## config.mk

```make
export PLATFORM = sky130hd
export DESIGN_NAME = ps2_keyboard_rx
export DESIGN_NICKNAME = d
export VERILOG_FILES = /design/src/rtl/ps2_keyboard_rx.sv
export SDC_FILE = /design/constraint.sdc
export NUM_CORES = 1
export LEC_CHECK = 0
export BUFFER_PORTS_ARGS = -buffer_cell sky130_fd_sc_hd__buf_4
export CAP_MARGIN = 20
export CORE_ASPECT_RATIO = 1.75
export CORE_MARGIN = 3
export CORE_UTILIZATION = 59
export DETAILED_ROUTE_END_ITERATION = 10
export PLACE_DENSITY = 0.88
export SETUP_SLACK_MARGIN = 0.3
export SYNTH_ARGS = -nofsm -noshare
export SYNTH_HDL_FRONTEND = slang
export SYNTH_SLANG_ARGS = --single-unit
```

## constraint.sdc

```tcl
create_clock -name iCLK -period 5.1 [get_ports iCLK]
set_input_delay 0.51 -clock iCLK [delete_from_list [all_inputs] [get_ports iCLK]]
set_output_delay 0.51 -clock iCLK [all_outputs]
set_load 0.005 [all_outputs]
```

## src/rtl/ps2_keyboard_rx.sv

```systemverilog
// PS/2 keyboard receiver: oversampled deframer, E0/F0 prefix decoder and FWFT event FIFO.
// Optional macro PS2_ARROW_COUNT_EN adds an arrow-key up/down counter on oKeyCode.
module ps2_keyboard_rx #(
  parameter int CLK_DIV       = 250,
  parameter int TIMEOUT_TICKS = 4000,
  parameter int FIFO_DEPTH    = 8,
  parameter int SYNC_STAGES   = 2
) (
  input  logic                          iCLK,
  input  logic                          iRST_n,
  input  logic                          iPS2_clk,
  input  logic                          iPS2_data,
  output logic                          oEvt_valid,
  input  logic                          iEvt_ready,
  output logic [7:0]                    oEvt_code,
  output logic                          oEvt_ext,
  output logic                          oEvt_break,
  output logic [$clog2(FIFO_DEPTH):0]   oFifo_count,
  output logic                          oFrame_err,
  output logic                          oOverflow
`ifdef PS2_ARROW_COUNT_EN
  ,
  output logic [7:0]                    oKeyCode
`endif
);

  localparam int DW = $clog2(CLK_DIV);
  localparam int TW = $clog2(TIMEOUT_TICKS + 1);
  localparam int AW = $clog2(FIFO_DEPTH);
  localparam int CW = AW + 1;
  localparam logic [DW-1:0] DIV_MAX = DW'(CLK_DIV - 1);
  localparam logic [TW-1:0] TO_MAX  = TW'(TIMEOUT_TICKS - 1);

  typedef enum logic [1:0] {IDLE, RX, CHECK} state_t;

  state_t state, next_state;

  logic [SYNC_STAGES-1:0] clk_sync, data_sync;
  logic [DW-1:0]          tick_cnt;
  logic                   tick, prev_clk, fall;
  logic [3:0]             bit_cnt;
  logic [10:0]            shift;
  logic [TW-1:0]          to_cnt;
  logic                   timeout, frame_ok, push_req, err_now;
  logic                   ext_q, brk_q;
  logic [7:0]             rx_byte;

  logic [9:0]    mem [FIFO_DEPTH];
  logic [AW-1:0] wr_ptr, rd_ptr;
  logic [CW-1:0] count;
  logic          full, pop, wr_en, ovf_now;

  // Pins are resynchronised to idle-high, then sampled only on the divided tick
  always_ff @(posedge iCLK or negedge iRST_n) begin
    if (!iRST_n) begin
      clk_sync  <= '1;
      data_sync <= '1;
      tick_cnt  <= '0;
      tick      <= 1'b0;
      prev_clk  <= 1'b1;
    end else begin
      clk_sync  <= {clk_sync[SYNC_STAGES-2:0], iPS2_clk};
      data_sync <= {data_sync[SYNC_STAGES-2:0], iPS2_data};
      tick_cnt  <= (tick_cnt == DIV_MAX) ? '0 : tick_cnt + 1'b1;
      tick      <= (tick_cnt == DIV_MAX);
      if (tick) prev_clk <= clk_sync[SYNC_STAGES-1];
    end
  end

  assign fall     = tick && prev_clk && !clk_sync[SYNC_STAGES-1];
  assign rx_byte  = shift[8:1];
  assign frame_ok = !shift[0] && shift[10] && (^shift[9:1]);

  always_ff @(posedge iCLK or negedge iRST_n) begin
    if (!iRST_n) state <= IDLE;
    else         state <= next_state;
  end

  always_comb begin
    next_state = state;
    timeout    = 1'b0;
    case (state)
      IDLE:  if (fall) next_state = RX;
      RX: begin
        if (fall) begin
          if (bit_cnt == 4'd10) next_state = CHECK;
        end else if (tick && to_cnt == TO_MAX) begin
          next_state = IDLE;
          timeout    = 1'b1;
        end
      end
      CHECK: next_state = IDLE;
      default: next_state = IDLE;
    endcase
  end

  assign push_req = (state == CHECK) && frame_ok && (rx_byte != 8'hE0) && (rx_byte != 8'hF0);
  assign err_now  = ((state == CHECK) && !frame_ok) || timeout;

  // Frames arrive LSB first, so bits enter at the top and walk down to bit 0
  always_ff @(posedge iCLK or negedge iRST_n) begin
    if (!iRST_n) begin
      bit_cnt <= '0;
      shift   <= '0;
      to_cnt  <= '0;
      ext_q   <= 1'b0;
      brk_q   <= 1'b0;
    end else begin
      case (state)
        IDLE: begin
          to_cnt <= '0;
          if (fall) begin
            shift   <= {data_sync[SYNC_STAGES-1], shift[10:1]};
            bit_cnt <= 4'd1;
          end
        end
        RX: begin
          if (fall) begin
            shift   <= {data_sync[SYNC_STAGES-1], shift[10:1]};
            bit_cnt <= bit_cnt + 1'b1;
            to_cnt  <= '0;
          end else if (timeout) begin
            bit_cnt <= '0;
            to_cnt  <= '0;
          end else if (tick) begin
            to_cnt <= to_cnt + 1'b1;
          end
        end
        CHECK: begin
          bit_cnt <= '0;
          if (!frame_ok || push_req) begin
            ext_q <= 1'b0;
            brk_q <= 1'b0;
          end else if (rx_byte == 8'hE0) begin
            ext_q <= 1'b1;
          end else begin
            brk_q <= 1'b1;
          end
        end
        default: bit_cnt <= '0;
      endcase
    end
  end

  assign full    = (count == CW'(FIFO_DEPTH));
  assign pop     = oEvt_valid && iEvt_ready;
  assign wr_en   = push_req && (!full || pop);
  assign ovf_now = push_req && full && !pop;

  always_ff @(posedge iCLK) begin
    if (wr_en) mem[wr_ptr] <= {ext_q, brk_q, rx_byte};
  end

  always_ff @(posedge iCLK or negedge iRST_n) begin
    if (!iRST_n) begin
      wr_ptr     <= '0;
      rd_ptr     <= '0;
      count      <= '0;
      oFrame_err <= 1'b0;
      oOverflow  <= 1'b0;
    end else begin
      oFrame_err <= err_now;
      oOverflow  <= ovf_now;
      if (wr_en) wr_ptr <= wr_ptr + 1'b1;
      if (pop)   rd_ptr <= rd_ptr + 1'b1;
      case ({wr_en, pop})
        2'b10:   count <= count + 1'b1;
        2'b01:   count <= count - 1'b1;
        default: count <= count;
      endcase
    end
  end

  assign oEvt_valid  = (count != '0);
  assign oFifo_count = count;
  assign oEvt_code   = oEvt_valid ? mem[rd_ptr][7:0] : 8'h00;
  assign oEvt_break  = oEvt_valid ? mem[rd_ptr][8]   : 1'b0;
  assign oEvt_ext    = oEvt_valid ? mem[rd_ptr][9]   : 1'b0;

`ifdef PS2_ARROW_COUNT_EN
  // Counts on every decoded make event, even ones the FIFO drops
  always_ff @(posedge iCLK or negedge iRST_n) begin
    if (!iRST_n) begin
      oKeyCode <= 8'h00;
    end else if (push_req && ext_q && !brk_q) begin
      if (rx_byte == 8'h74)      oKeyCode <= oKeyCode + 8'd1;
      else if (rx_byte == 8'h6B) oKeyCode <= oKeyCode - 8'd1;
    end
  end
`endif

endmodule

```

After elaboration in Yosys (flattened, before gate mapping). Memories as Yosys holds them, arrays and structs flattened. Index checks and enable logic that the tools add are counted.

$add $sub $neg: 7. Multiply operators: 0. Div/mod/pow operators: 0. Magnitude comparators: 0. Equal/unequal tests: 17. Shift operators: 0. Multiplexer cells: 27. Bitwise gates (word level): 0. Reductions and logical operators: 34.

Operators with widths (count): $mux 12 (3); $pmux 12 s2 (1); $eq 8x8->1 const B (2); $mux 8 (2); $ne 8x8->1 const B (2); $pmux 4 s2 (2); $logic_and 1x1->1 (13); $add 12x1->12 const B (1); $eq 12x12->1 const B (1); $mux 4 (3); $mux 1 (11); $reduce_and 2->1 (5); $ne 3x3->1 const B (3); $reduce_xor 9->1 (1); $add 4x1->4 const B (2); $add 8x1->8 const B (1); $eq 4x4->1 const B (2); $mux 2 (4); $add 3x1->3 const B (2); $reduce_bool 2->1 (3); $logic_not 1->1 (5); $eq 2x1->1 const B (2); $eq 2x2->1 const B (2); $ne 2x2->1 const B (2); other kinds (8) (10).

Bits in registers: 57. Bits in latches: 0. RAM bits: 80. Bits in read-only memories: 0. Input bits: 5. Output and inout port bits: 17. Logic and storage cells: 102. Memories kept: 1.

Memory list: mem (depth 8, width 10, read ports 1, clocked after Yosys merged registers in 0, wr ports 1, RTL line 48) `logic [9:0] mem [FIFO_DEPTH];`.

Longest topological paths before layout. Gate-level depths: netlist (run 1).

Word-level depth: 9. Gate-level depth with buffers: 12. Gate-level depth less buffers: 12.

Least setup slack after synthesis (run 1). Ideal clock, no wire load.

Kind: register to register. From: register shift[5]. To: memory mem[2][0] (enable). Setup time: 407 ps. Data arrival time: 3181 ps. Required time: 4693 ps. Slack: 1511 ps. Stages on the path, launching flop included: 8. Buffers on the path: 1. Clock period less this slack: 3589 ps. Path through: dfrtp_1 inv_1 ha_1 o2111a_1 or4b_4 or3_1 buf_6 nor4b_1.

Word-level cells in the longest chain between the ends: 8. Elaborated cells on any way between the ends: 10. Those cells by class: eq/ne (2); mux (2); reduce/logical (6).

Ends and longest elaborated chain: from (decl) (RTL line 42) `logic [10:0] shift;`; from (signal assigned) (RTL line 113) `shift <= {data_sync[SYNC_STAGES-1], shift[10:1]};`; from (signal assigned) (RTL line 119) `shift <= {data_sync[SYNC_STAGES-1], shift[10:1]};`; $reduce_xor 9->1 (RTL line 72) `assign frame_ok = !shift[0] && shift[10] && (^shift[9:1]);`; $logic_and 1x1->1 (RTL line 72); $logic_and 1x1->1 (2 in series) (RTL line 97) `assign push_req = (state == CHECK) && frame_ok && (rx_byte != 8'hE0) && (rx_byte != 8'hF0);`; $logic_and 1x1->1 (*) (RTL line 97); $logic_and 1x1->1 (*) (RTL line 147) `assign wr_en = push_req && (!full || pop);`; $mux 1 (*) (RTL line 151) `if (wr_en) mem[wr_ptr] <= {ext_q, brk_q, rx_byte};`; $mux 1 (not written as such) (*) (RTL line 151); to (decl) (RTL line 48).

Mark *: on every way between the ends. The rest lies on a longest branch, timed or not.

Final worst setup path (run 1).
From: register shift[5]. To: register count[3], in the netlist oFifo_count[3].

Word-level cells in the longest chain between the ends: 8. Elaborated cells on any way between the ends: 12. Those cells by class: eq/ne (4); mux (1); reduce/logical (7).

Ends and longest elaborated chain: $reduce_xor 9->1 (RTL line 72); $logic_and 1x1->1 (RTL line 72); $logic_and 1x1->1 (2 in series) (RTL line 97); $logic_and 1x1->1 (*) (RTL line 97); $logic_and 1x1->1 (*) (RTL line 147); $eq 2x1->1 or $eq 2x2->1 (tied branches) (RTL line 166) `case ({wr_en, pop})`; $pmux 4 s2 or $reduce_bool 2->1 (tied branches); to (signal assigned) (RTL line 167) `2'b10: count <= count + 1'b1;`; to (signal assigned) (RTL line 168) `2'b01: count <= count - 1'b1;`; to (signal assigned) (RTL line 169) `default: count <= count;`; to (decl) (RTL line 50) `logic [CW-1:0] count;`.

Marked as above. A chain may end at the register's enable or synchronous reset.

==> results of run 1 <==
-- layer usage --
| layer | GRT usage (%) | wire length, um | share of wire [%] |
|---|---|---|---|
| met5 | 0 | 0 | 0 |
| met4 | 9.59 | 330 | 2.9 |
| met3 | 6.68 | 615 | 5.3 |
| met2 | 41.5 | 6500 | 56 |
| met1 | 26.0 | 4090 | 35 |
-- area by class of cell --
type / count / share of cell area, %
Timing Repair Buffer: 33 / 3.65
Tap cell: 122 / 2.25
Clock inverter: 8 / 1.42
Multi-Input combinational cell: 233 / 28.3
Clock buffer: 23 / 7.04
Inverter: 16 / 0.884
Sequential cell: 137 / 56.5
-- worst max-delay path, stage by stage (launching register included) --
cell      delay (ns)
dfrtp_1         0.54
inv_1           0.10
ha_1            0.26
o2111a_1        0.27
or4b_4          0.55
nor2_1          0.31
nor2_1          0.15
ha_1            0.33
a21o_1          0.19
a21oi_1         0.22
o211ai_1        0.13
o31a_1          0.14
xnor2_1         0.13
-- registers in the layout, indices dropped and copies added, names as in the netlist, 2 cells and up --
| name | count |
|---|---|
| state | 2 |
| clk_sync | 2 |
| mem | 80 |
| data_sync | 2 |
| shift | 11 |
| rd_ptr | 3 |
| tick_cnt | 8 |
| bit_cnt | 4 |
| oFifo_count | 4 |
| wr_ptr | 3 |
| to_cnt | 12 |
-- final timing paths --
kind                                        startpoint                    endpoint  slack (ns)  cells past startpoint
worst min-delay path                            iRST_n  oFifo_count[0]$_DFFE_PN0P_        0.14                      1
worst max register to register    shift[5]$_DFFE_PN0P_  oFifo_count[3]$_DFFE_PN0P_        1.66                     12
min in group iCLK                             iPS2_clk       clk_sync[0]$_DFF_PN1_        0.20                      1
max in group asynchronous                       iRST_n      bit_cnt[3]$_DFFE_PN0P_        4.48                      1
worst max-delay path              shift[5]$_DFFE_PN0P_  oFifo_count[3]$_DFFE_PN0P_        1.66                     12
worst min register to register  data_sync[0]$_DFF_PN1_      data_sync[1]$_DFF_PN1_        0.35                      0
-- logic make-up (layout without fill, tap and decap cells) --
logic type	count (synthesis)	after routing	share of synthesized area, %
fa+ha+maj	15	15	3.34
compound gates	39	39	4.09
xor+xnor	22	22	3.54
mux	40	40	11.4
buf+inv	28	80	1.93
simple gates	117	117	10.0
flops	137	137	65.7
-- power by group --
part | internal, uW | switching (uW) | total [uW]
combinational | 337 | 234 | 572
sequential | 1200 | 91.2 | 1290
clock | 751 | 427 | 1180
-- per-stage QoR --
step / area [sq um] / power, uW / util (%)
after floorplan: 5840 / 1650 / -
after global placement: 6200 / 1850 / 64.6
after detailed placement: 6200 / 1880 / 64.7
after CTS: 6770 / 3060 / 70.7
after global routing: 6790 / 3160 / 70.9
final: 6790 / 3040 / 70.9
-- cells in the final DEF (no fill, tap or decap), drive strengths merged, types with 2 or more instances in the layout --
master,count
o21ai,21
and3,2
nand4,3
mux2,9
and2,3
clkinv,3
dfstp,5
nand2,30
buf,33
nor3b,6
mux4,20
nand2b,4
inv,16
nor3,7
nor4b,2
nand3,12
ha,14
o31ai,2
clkbuf,23
edfxtp,80
a21oi,5
dfrtp,52
nor4,6
nor4bb,3
nor2,35
mux2i,11
clkinvlp,3
xor2,7
bufinv,2
xnor2,14
o41ai,2
==> results list, run 1 <==
- Crit path launch type: flop
* Number of antenna violations at the first check in global routing: 0
- Final Skew: 0.00508 ns
* Required time of the worst setup path: 5.39 ns
- Critical Path End Type: flop
- Among all cell types in the netlist, the one instantiated most often is edfxtp_1.
- Share of flip-flops with an asynchronous set or reset after synthesis: 41.6%
- Global routing finished with a remaining overflow of 0.
* CTS tree: yes
* Synth warn: 0
* Total Routed Length: 11500 um
* Transition time at the pin with the least slew margin: 1.04 ns
* Pin count of the biggest net entering global routing: 58
- From bottom edge to top edge, the die measures 138 um.
* Clock Sink Count: 137
- Count of unique library cells instantiated by Yosys: 47
- In the routed design, unresolved DRC markers number 0.
- IO Pins: 22
- CTS clock-pin slew for the worst setup and hold paths: 0.05 ns
- After synthesis the netlist holds a flip-flop and latch count of 137.
- Clock tree synthesis selected as its root buffer the cell clkbuf_16.
* Share of layout cells above drive strength 1: 22.2%
* Synth-to-Final Area Change: 16.3%
- In this run the worst hold path is classified as in -> async.
- Avg Synthesized Cell Area: 14.7 sq um
- For this run, the detailed router's first-pass iteration total came to 5.
- Largest area contributor in the netlist: edfxtp_1
* Synthesized Nets: 418
- The number of pins exceeding their max-slew limit in the final report is 0.
* Highest ir drop seen on vdd: 0.325 mV
- In this run the post-CTS setup repair buffer count came out at 0.
* Part of the Yosys area used for sequential elements: 65.7%
- Die width: 81.2 um
- After layout, the worst setup slack is 1.66 ns.
* Dominant cells by area after synthesis: edfxtp_1, dfrtp_1, mux4_2, ha_1, dfstp_2
- The number of hold buffers added after CTS was 0.
* Aggregate global-route resource usage: 23.5%
* Count of endpoints failing setup in the final report: 0
* Fin cells: 572
- Worst setup path category: reg -> reg
- Max-cap check violation count: 0
- Summing all multi-input logic gate instances after layout gives 1920 sq um.
* Outcome: complete, no violations
- Routed WL per cell: 20.2 um
- Cell Rows: 47
* Resized Gates After CTS: 0
- Hpwl dp: 7280 um
- Number of buffers created by CTS: 17
- Global-route wire length before repair: 18900 um
- Total core area: 9590 sq um
* Buffers from clock root to sink, at most: 2
* Average via count per standard cell: 6.11
- The repair_antennas step left the layout with diodes totalling 0.
* Final #Nets: 458
- In the final layout, flip-flops and latches occupy 3830 sq um.
- Reported leakage power: 0.00268 uW
- Across all hold checks on the routed design, the worst slack comes to 0.142 ns.
- After synthesis the cells add up to 5840 sq um.
* Max_slew headroom: 30.1%
- Data on the critical path arrives at its endpoint at 3.73 ns.
- Final weighted congestion in routability-driven placement: 0.855
- The hold violation total from the final report was 0.
- Including well taps, the total number of placed cells is 539.
* Iteration-0 DRC Markers: 260
- Clock latency on the worst-skew pair: 0.41 ns
- Of all nets on the critical path, the largest fanout is 11.
* Vias in the first global route: 3623
* Post-route ant nets: 0
- Input and output buffers added on the ports amount to 21.
- Setup repair after global routing left no endpoint under its margin.
- Number of fillers in the final layout: 550
- Detailed routing inserted a total of 3493 vias.
- Cells after Synth: 398
- Dpl ws: 1.52 ns
- Most numerous cell types in the synthesized netlist: edfxtp_1, dfrtp_1, nor2_1
- Number of enable-type register cells in the synthesized netlist: 80
- The most used flip-flop cell after synthesis is edfxtp_1.
* H-Tree Depth: 4
- Starting density of the core: 60.9%
* Post-route minimum period: 3.44 ns
- Pwr/cell area: 447 nW/um^2
* Fmax achieved: 291 MHz
- Fin Setup TNS: 0 ns
* Area share of the largest cell type after synthesis: 41.1%
- In the finished design, the share of the clock period the worst path needs comes to 67.5%.
- The floorplan step defined a die boundary enclosing 11200 sq um.
(Power assumes the default switching activity.)
==> run 2, diff against run 1 <==
ABC_AREA = 1   (was default)
CORE_UTILIZATION = 55   (was 59)
PLACE_DENSITY = 0.86   (was 0.88)
clock period = 2.95 ns   (was 5.1 ns; I/O delays follow)
==> run 2 against run 1 <==
Critical path depth up 7. Largest power group unchanged. Clock skew up 0.0044 ns. Largest cell class unchanged. Design area up 4.6%. Critical endpoint unchanged.
==> results list, run 2 <==
* Global-route wire length before repair: 21500 um
* IO Pins: 22
* Hold violation count in the final report: 0
- Count of unique library cells instantiated by Yosys: 35
- edfxtp_1 takes more of the synthesized area than any other cell.
- Worst-case register-to-register setup slack: 0.39 ns
- Commonest register cell after synthesis: edfxtp_1
- During synthesis, Yosys emitted a total of 0 warnings.
* Synthesized Nets: 584
- By startpoint and endpoint, the worst setup path is classified as reg -> reg.
- Final setup slack of the worst path: 0.389 ns
- Max reg flops: 80
- Summed over all layers, the routed wires come to 13300 um.
* Post-synthesis adder-cell area fraction: 3.28%
- Average via count per standard cell: 5.83
- 0 antenna diodes ended up in the layout.
* Final Skew: 0.00944 ns
- Area share of the largest cell type after synthesis: 40.3%
- Clock latency on the worst-skew pair: 0.42 ns
- Ranked by flip-flop count, first place goes to mem.
- Grt total ovfl: 0
- Count leader, synth: nor2_1
- Basic-gate share of the synthesized area counting and, or, nand and nor cells: 15.9%
* Total core area: 10400 sq um
- Summed over all nets, the half-perimeter wirelength after detailed placement is 8010 um.
- Number of enable-type register cells in the synthesized netlist: 80
- Setup repair after global routing left no endpoint under its margin.
- After detailed routing, the number of remaining DRC violations is 0.
- The tree built by TritonCTS fans out to 137 sinks.
- In the final layout, the multi-input gates occupy 1910 sq um.
- Post-route ant nets: 0
- Compared with the post-synthesis result, the final layout area differs by 19.3%.
- Number of antenna violations at the first check in global routing: 0
- Critical Path AT: 2.87 ns
- Reported leakage power: 0.00305 uW
- Setup violations remaining at the end of the flow were counted as 0.
* Die width: 84.7 um
- CTS root buffer: clkbuf_16
* Fmax achieved: 390 MHz
- The run finished with clean final reports.
- The routed design could run at a clock period as short as 2.56 ns.
- The die is 144 um tall.
- Of the total synthesized cell area, the portion taken by XOR and XNOR cells is 1.74%.
- Max_slew headroom: 52.2%
* Pin count of the biggest net entering global routing: 58
* Final weighted congestion in routability-driven placement: 0.854
* Pwr/cell area: 805 nW/um^2
* Synth Area in Compound Gates: 9.89%
- Most common library cell in the layout ignoring fill and taps: nor2_1
- After clock tree synthesis, the clock-pin slew on the worst setup and hold paths is 0.05 ns.
- Avg Synthesized Cell Area: 10.6 sq um
- CTS tree: yes
* Number of fillers in the final layout: 681
- In the post-synthesis netlist, the biggest area contributors are edfxtp_1, dfrtp_1, o21ai_0, nor2_1, nand2_1.
- Synthesized flop and latch total: 137
* Highest ir drop seen on vdd: 0.599 mV
* Cell Rows: 49
* Critical Path End Type: flop
- Post-synthesis cell area: 5960 sq um
- Iteration-0 DRC Markers: 415
* Crit path launch type: flop
* Required time of the worst setup path: 3.26 ns
- IO buf count: 21
- Cells with a size suffix above 1 make up 18.3% of the layout.
- At the placement stage, the worst setup path has a slack of 0.0804 ns.
- Final critical-path share of the clock period: 86.8%
- Counting flops with an async set or reset pin after synthesis yields a share of 41.6%.
- Area after DPL: 6340 sq um
- Cells after Synth: 564
- For this configuration, the core starts out at a cell density of 57.2%.
* Drt first pass iters: 5
- The final route contains 4407 vias.
- The number of global-route vias before repair is 4512.
- The tightest min-delay check is of the in -> reg type.
- Highest fanout seen on the critical path: 4
* Fin Setup TNS: 0 ns
* H-Tree Depth: 4
- The portion of synthesized area spent on multiplexers is 0%.
* Commonest non-fill, non-tap cells in the layout: nor2_1, edfxtp_1, o21ai_0
- Buffers from clock root to sink, at most: 2
* Dominant combinational cell family by area after synthesis: simple AND/OR/NAND/NOR gates
* Routed WL per cell: 17.5 um
* Most numerous cell types in the synthesized netlist: nor2_1, edfxtp_1, o21ai_0
- Largest registers: mem (80), to_cnt (12), shift (11)
* Number of buffers created by CTS: 17
- Global routing used 23.1% of the available tracks across all layers.
- Transition time at the pin with the least slew margin: 0.717 ns
- The number of pins exceeding their max-slew limit in the final report is 0.
- Of the synthesized area, sequential elements account for 64.4%.
* Max-cap check violation count: 0
* Final cell area excluding filler cells: 7110 sq um
* Final #Nets: 636
- Registers take 3840 sq um.
* Total Die Area: 12200 sq um
[run 2: cell count changes after synthesis, moves of 13 or more]
| cell | delta |
|---|---|
| nand2_1 | +35 |
| o21ai_0 | +51 |
| inv_1 | +40 |
| a31oi_1 | +13 |
| nor2_1 | +59 |
| mux4_2 | -20 |
[run 2: where the power goes]
part           internal [uW]  switching [uW]  leakage [uW]
Combinational            630             854       0.00112
Clock                   1290             786      0.000271
Sequential              2070            90.5       0.00167
Total                   3990            1730       0.00305
[run 2: kinds of logic after synthesis]
group                    count (synthesis)
AO/OA/AOI/OAI                          110
XOR/XNOR                                11
buffers and inverters                   77
flip-flops                             137
AND/OR/NAND/NOR                        214
adder cells (fa/ha/maj)                 15
[run 2: layout make-up]
class,instances,area share (%)
well taps,127,2.24
inverters,60,3.17
clock buffers,22,6.53
flip-flops and latches,137,54.1
repair buffers,50,5.39
multi-input cells,350,26.9
clock inverters,10,1.69
[run 2: metrics by stage]
stage	power (uW)	cells	hold slack (ns)	util (%)
after floorplan	3050	564	-0.000591	-
after global placement	3500	712	0.346	60.9
after detailed placement	3570	712	0.347	60.9
after CTS	5670	753	0.288	67.6
after global routing	6020	756	0.319	68.2
final	5720	756	0.307	68.2
[run 2: worst paths after layout]
kind | end | cells after the start | from
worst max-delay path | oFifo_count[3]$_DFFE_PN0P_ | 19 | shift[2]$_DFFE_PN0P_
worst min-delay path | oOverflow$_DFF_PN0_ | 4 | iEvt_ready
worst max register to register | oFifo_count[3]$_DFFE_PN0P_ | 19 | shift[2]$_DFFE_PN0P_
worst min register to register | data_sync[1]$_DFF_PN1_ | 0 | data_sync[0]$_DFF_PN1_
max in group asynchronous | shift[8]$_DFFE_PN0P_ | 2 | iRST_n
min in group asynchronous | brk_q$_DFFE_PN0P_ | 2 | iRST_n
[run 2: metal layers]
| layer | GRT usage (%) | share of wire (%) | vias up |
|---|---|---|---|
| met3 | 6.25 | 5.1 | 52 |
| met4 | 12.3 | 4.4 | 0 |
| met1 | 23.6 | 35 | 2134 |
| li1 | - | - | 2027 |
| met5 | 0 | 0 | - |
| met2 | 42.5 | 55 | 194 |
[run 2: repair_timing]
| action | 4_1_cts | 5_1_grt |
|---|---|---|
| setup endpoints to repair | 1 | 41 |
| pin swaps | 1 | 3 |
| endpoints found under the hold margin | 54 | 0 |
| buffers inserted | 6 | 3 |
| hold buffers | 3 | 0 |
| resized for setup | 10 | 9 |
[run 2: worst max-delay path, stage by stage, from the launching register on]
cell,delay [ns]
dfrtp_2,0.40
inv_1,0.12
ha_4,0.22
nand2_1,0.11
nand3_1,0.12
nand2_1,0.09
nand2_1,0.06
nand2_2,0.11
nand3_4,0.10
nand2_4,0.09
inv_2,0.06
ha_4,0.23
nand2_1,0.08
nand2_2,0.06
a31oi_4,0.19
inv_1,0.09
nand3_1,0.10
nand3_1,0.09
nand2_1,0.10
inv_1,0.04
==> run 3, diff against run 2 <==
CORE_UTILIZATION = 59   (was 55)
PLACE_DENSITY = 0.87   (was 0.86)
clock period = 2.4 ns   (was 2.95 ns; I/O delays follow)
==> run 3 against run 2 <==
The flow now finishes with violations (negative setup slack). Global-route usage grew 6.8 points. Utilization up 14 points. Sequential share of layout area decreased by 5.3 points. Largest power group is now combinational cells. Design area increased by 11%.
==> results list, run 3 (same netlist as run 2, synthesis figures left out) <==
- Grt total ovfl: 0
- Commonest non-fill, non-tap cells in the layout: nor2_1, edfxtp_1, nand2_1, buf_4, dfrtp_1
- Headroom to the max-slew limit came out at 52.8%.
- Cell Rows: 47
- IO Pins: 22
* Violations in the final reports: negative setup slack
* Drt first pass iters: 5
- The worst setup path is captured at a flop.
- Vias in the first global route: 4840
- Average via count per standard cell: 6.42
- Detailed placement ended at an HPWL of 8680 um.
- The routed layout has 5080 vias.
- Setup violations remaining at the end of the flow were counted as 67.
- Power share of the combinational group: 36.1%
- In this run the power density over the cells is 979 nW/um^2.
* Routed WL per cell: 24.2 um
* Transition time at the pin with the least slew margin: 0.709 ns
- Clock-pin slew was measured on the worst setup and hold paths at 0.06 ns.
* CTS root buffer: clkbuf_16
- The library cell used most frequently in the layout, excluding fill and tap cells, is nor2_1.
- Net switching power figure: 2650 uW
- The core region is 9640 sq um.
- Core utilization of the finished layout: 81.7%
- At the later pin of the worst-skew pair, clock insertion delay measures 0.43 ns.
- Post-route ant nets: 0
* H-Tree Depth: 4
- Dividing the final minimum period by the clock period gives 112%.
- Final setup slack of the worst path: -0.283 ns
- The clock passes through at most 2 buffers.
- Grt met2 use: 50.9%
- Number of antenna violations at the first check in global routing: 0
- Between clock sinks in the finished design, the worst skew comes to 0.0102 ns.
- After detailed routing, the number of remaining DRC violations is 0.
* Internal power: 5070 uW
- Max-cap check violation count: 0
- The congestion estimate from routability-driven global placement came to 0.885.
- Number of buffers created by CTS: 17
- Highest ir drop seen on vdd: 0.826 mV
- Setup repair after global routing could not meet its margin everywhere.
- The worst register-to-register path begins at shift[1]$_DFFE_PN0P_.
* Crit path from: shift[1]$_DFFE_PN0P_
- Global routing used 7.35% of the available met3 tracks.
- Startpoint of the lowest-slack hold path: iEvt_ready
- The number of pins exceeding their max-slew limit in the final report is 0.
- The largest registers in the layout are mem (80), to_cnt (12), shift (11).
* Vertical die dimension: 139 um
- Final cell area excluding filler cells: 7880 sq um
- Share of total power in the clock network: 29.5%
- The register with the most flip-flops in the layout has 80 of them.
- Input and output buffers added on the ports amount to 21.
- Fraction of power consumed by sequential logic: 34.4%
- In the global route stage, overall resource usage came out at 30.0%.
* Highest fanout seen on the critical path: 3
- Busiest metal layer after global routing: met2
- After detailed routing, the total wire length is 19200 um.
- The die covers 11400 sq um.
- Met1 demand-to-capacity share in global routing: 31.4%
- Entering global routing, the biggest net connects 58 pins.
- Based on the critical path, the design can be clocked at up to 373 MHz.
- In this run switching power makes up 34.3% of total power.
- Area after DPL: 6540 sq um
* Critical Path AT: 3.01 ns
* Share of layout cells above drive strength 1: 30.0%
- STA classifies the critical path startpoint as a flop.
- For this design the static power due to leakage is 0.00335 uW.
- Final #Nets: 677
- Clock Sink Count: 137
- Outcome: finished with violations
- Post-route minimum period: 2.68 ns
* Starting density of the core: 61.8%
- At the worst endpoint, the required time is 2.72 ns.
* Synth-to-Final Area Change: 32.2%
- Worst setup path category: reg -> reg
- Die width: 82.0 um
- Classification of the worst-slack hold path: in -> reg
* Number of fillers in the final layout: 462
- Hold violation count in the final report: 0
- CTS tree: yes
* Iteration-0 DRC Markers: 484
- The number of antenna diodes in the final layout is 0.
- Largest register by flop count: mem
- Global-route wire length before repair: 24900 um
- Post-layout power: 7720 uW
[run 3: layout make-up]
type,count,area (sq um),area share [%]
Timing Repair Buffer,90,972,12.3
Sequential cell,137,3840,48.7
Inverter,60,243,3.08
Clock buffer,20,437,5.54
Tap cell,122,153,1.94
Timing Repair inverter,1,7.51,0.0953
Clock inverter,11,58.8,0.746
Multi-Input combinational cell,350,2170,27.5
[run 3: power groups by stage]
stage	Clock (uW)	Combinational (uW)	Sequential (uW)
4_1_cts	2190	1990	2620
3_5_place_dp	0	1840	2660
2_1_floorplan	0	1140	2650
6_report	2270	2780	2660
3_3_place_gp	0	1750	2660
5_1_grt	2370	2940	2660
[run 3: per-layer routing]
metal,up-vias,part of all wire (%)
met1,2441,32
met5,-,0
li1,2116,-
met4,0,9.1
met3,137,7.8
met2,386,52
[run 3: critical path, stage by stage (launching register included)]
cell and delay, ns:
dfrtp_1 0.41, inv_2 0.11, ha_4 0.23, inv_4 0.07, nand2_4 0.08, nand2_4 0.09
nand2_4 0.07, nand2_2 0.08, nand2_2 0.05, nand2_2 0.08, buf_4 0.12, nand4_1 0.09
buf_4 0.18, buf_4 0.13, buf_4 0.12, buf_4 0.12, buf_4 0.13, o21bai_1 0.17
nand3_1 0.13, nand2_1 0.09, inv_1 0.04
[run 3: through the flow]
stage	setup TNS, ns	std cells	hold slack, ns	setup WS [ns]
after floorplan	0	564	-0.0556	0.0801
after global placement	0	713	0.333	0.0839
after detailed placement	-0.0382	713	0.338	-0.0382
after CTS	0	771	0.185	0.0675
after global routing	-11.09	791	0.213	-0.366
final	-5.77	791	0.218	-0.283
[run 3: final timing paths]
path | endpoint | slack (ns) | cells after the start
max | oFifo_count[3]$_DFFE_PN0P_ | -0.28 | 20
min | oOverflow$_DFF_PN0_ | 0.22 | 4
max reg2reg | oFifo_count[3]$_DFFE_PN0P_ | -0.28 | 20
min reg2reg | data_sync[1]$_DFF_PN1_ | 0.36 | 0
max in group asynchronous | shift[5]$_DFFE_PN0P_ | 1.47 | 2
min in group asynchronous | wr_ptr[1]$_DFFE_PN0P_ | 0.41 | 2
[run 3: repair_timing]
action / 4_1_cts / 5_1_grt
hold buffers: 3 / 0
pin swaps: 13 / 40
hold endpoints to repair: 54 / 0
setup endpoints to repair: 93 / 97
resized for setup: 26 / 94
gates cloned: 2 / 3
buffers inserted: 22 / 17
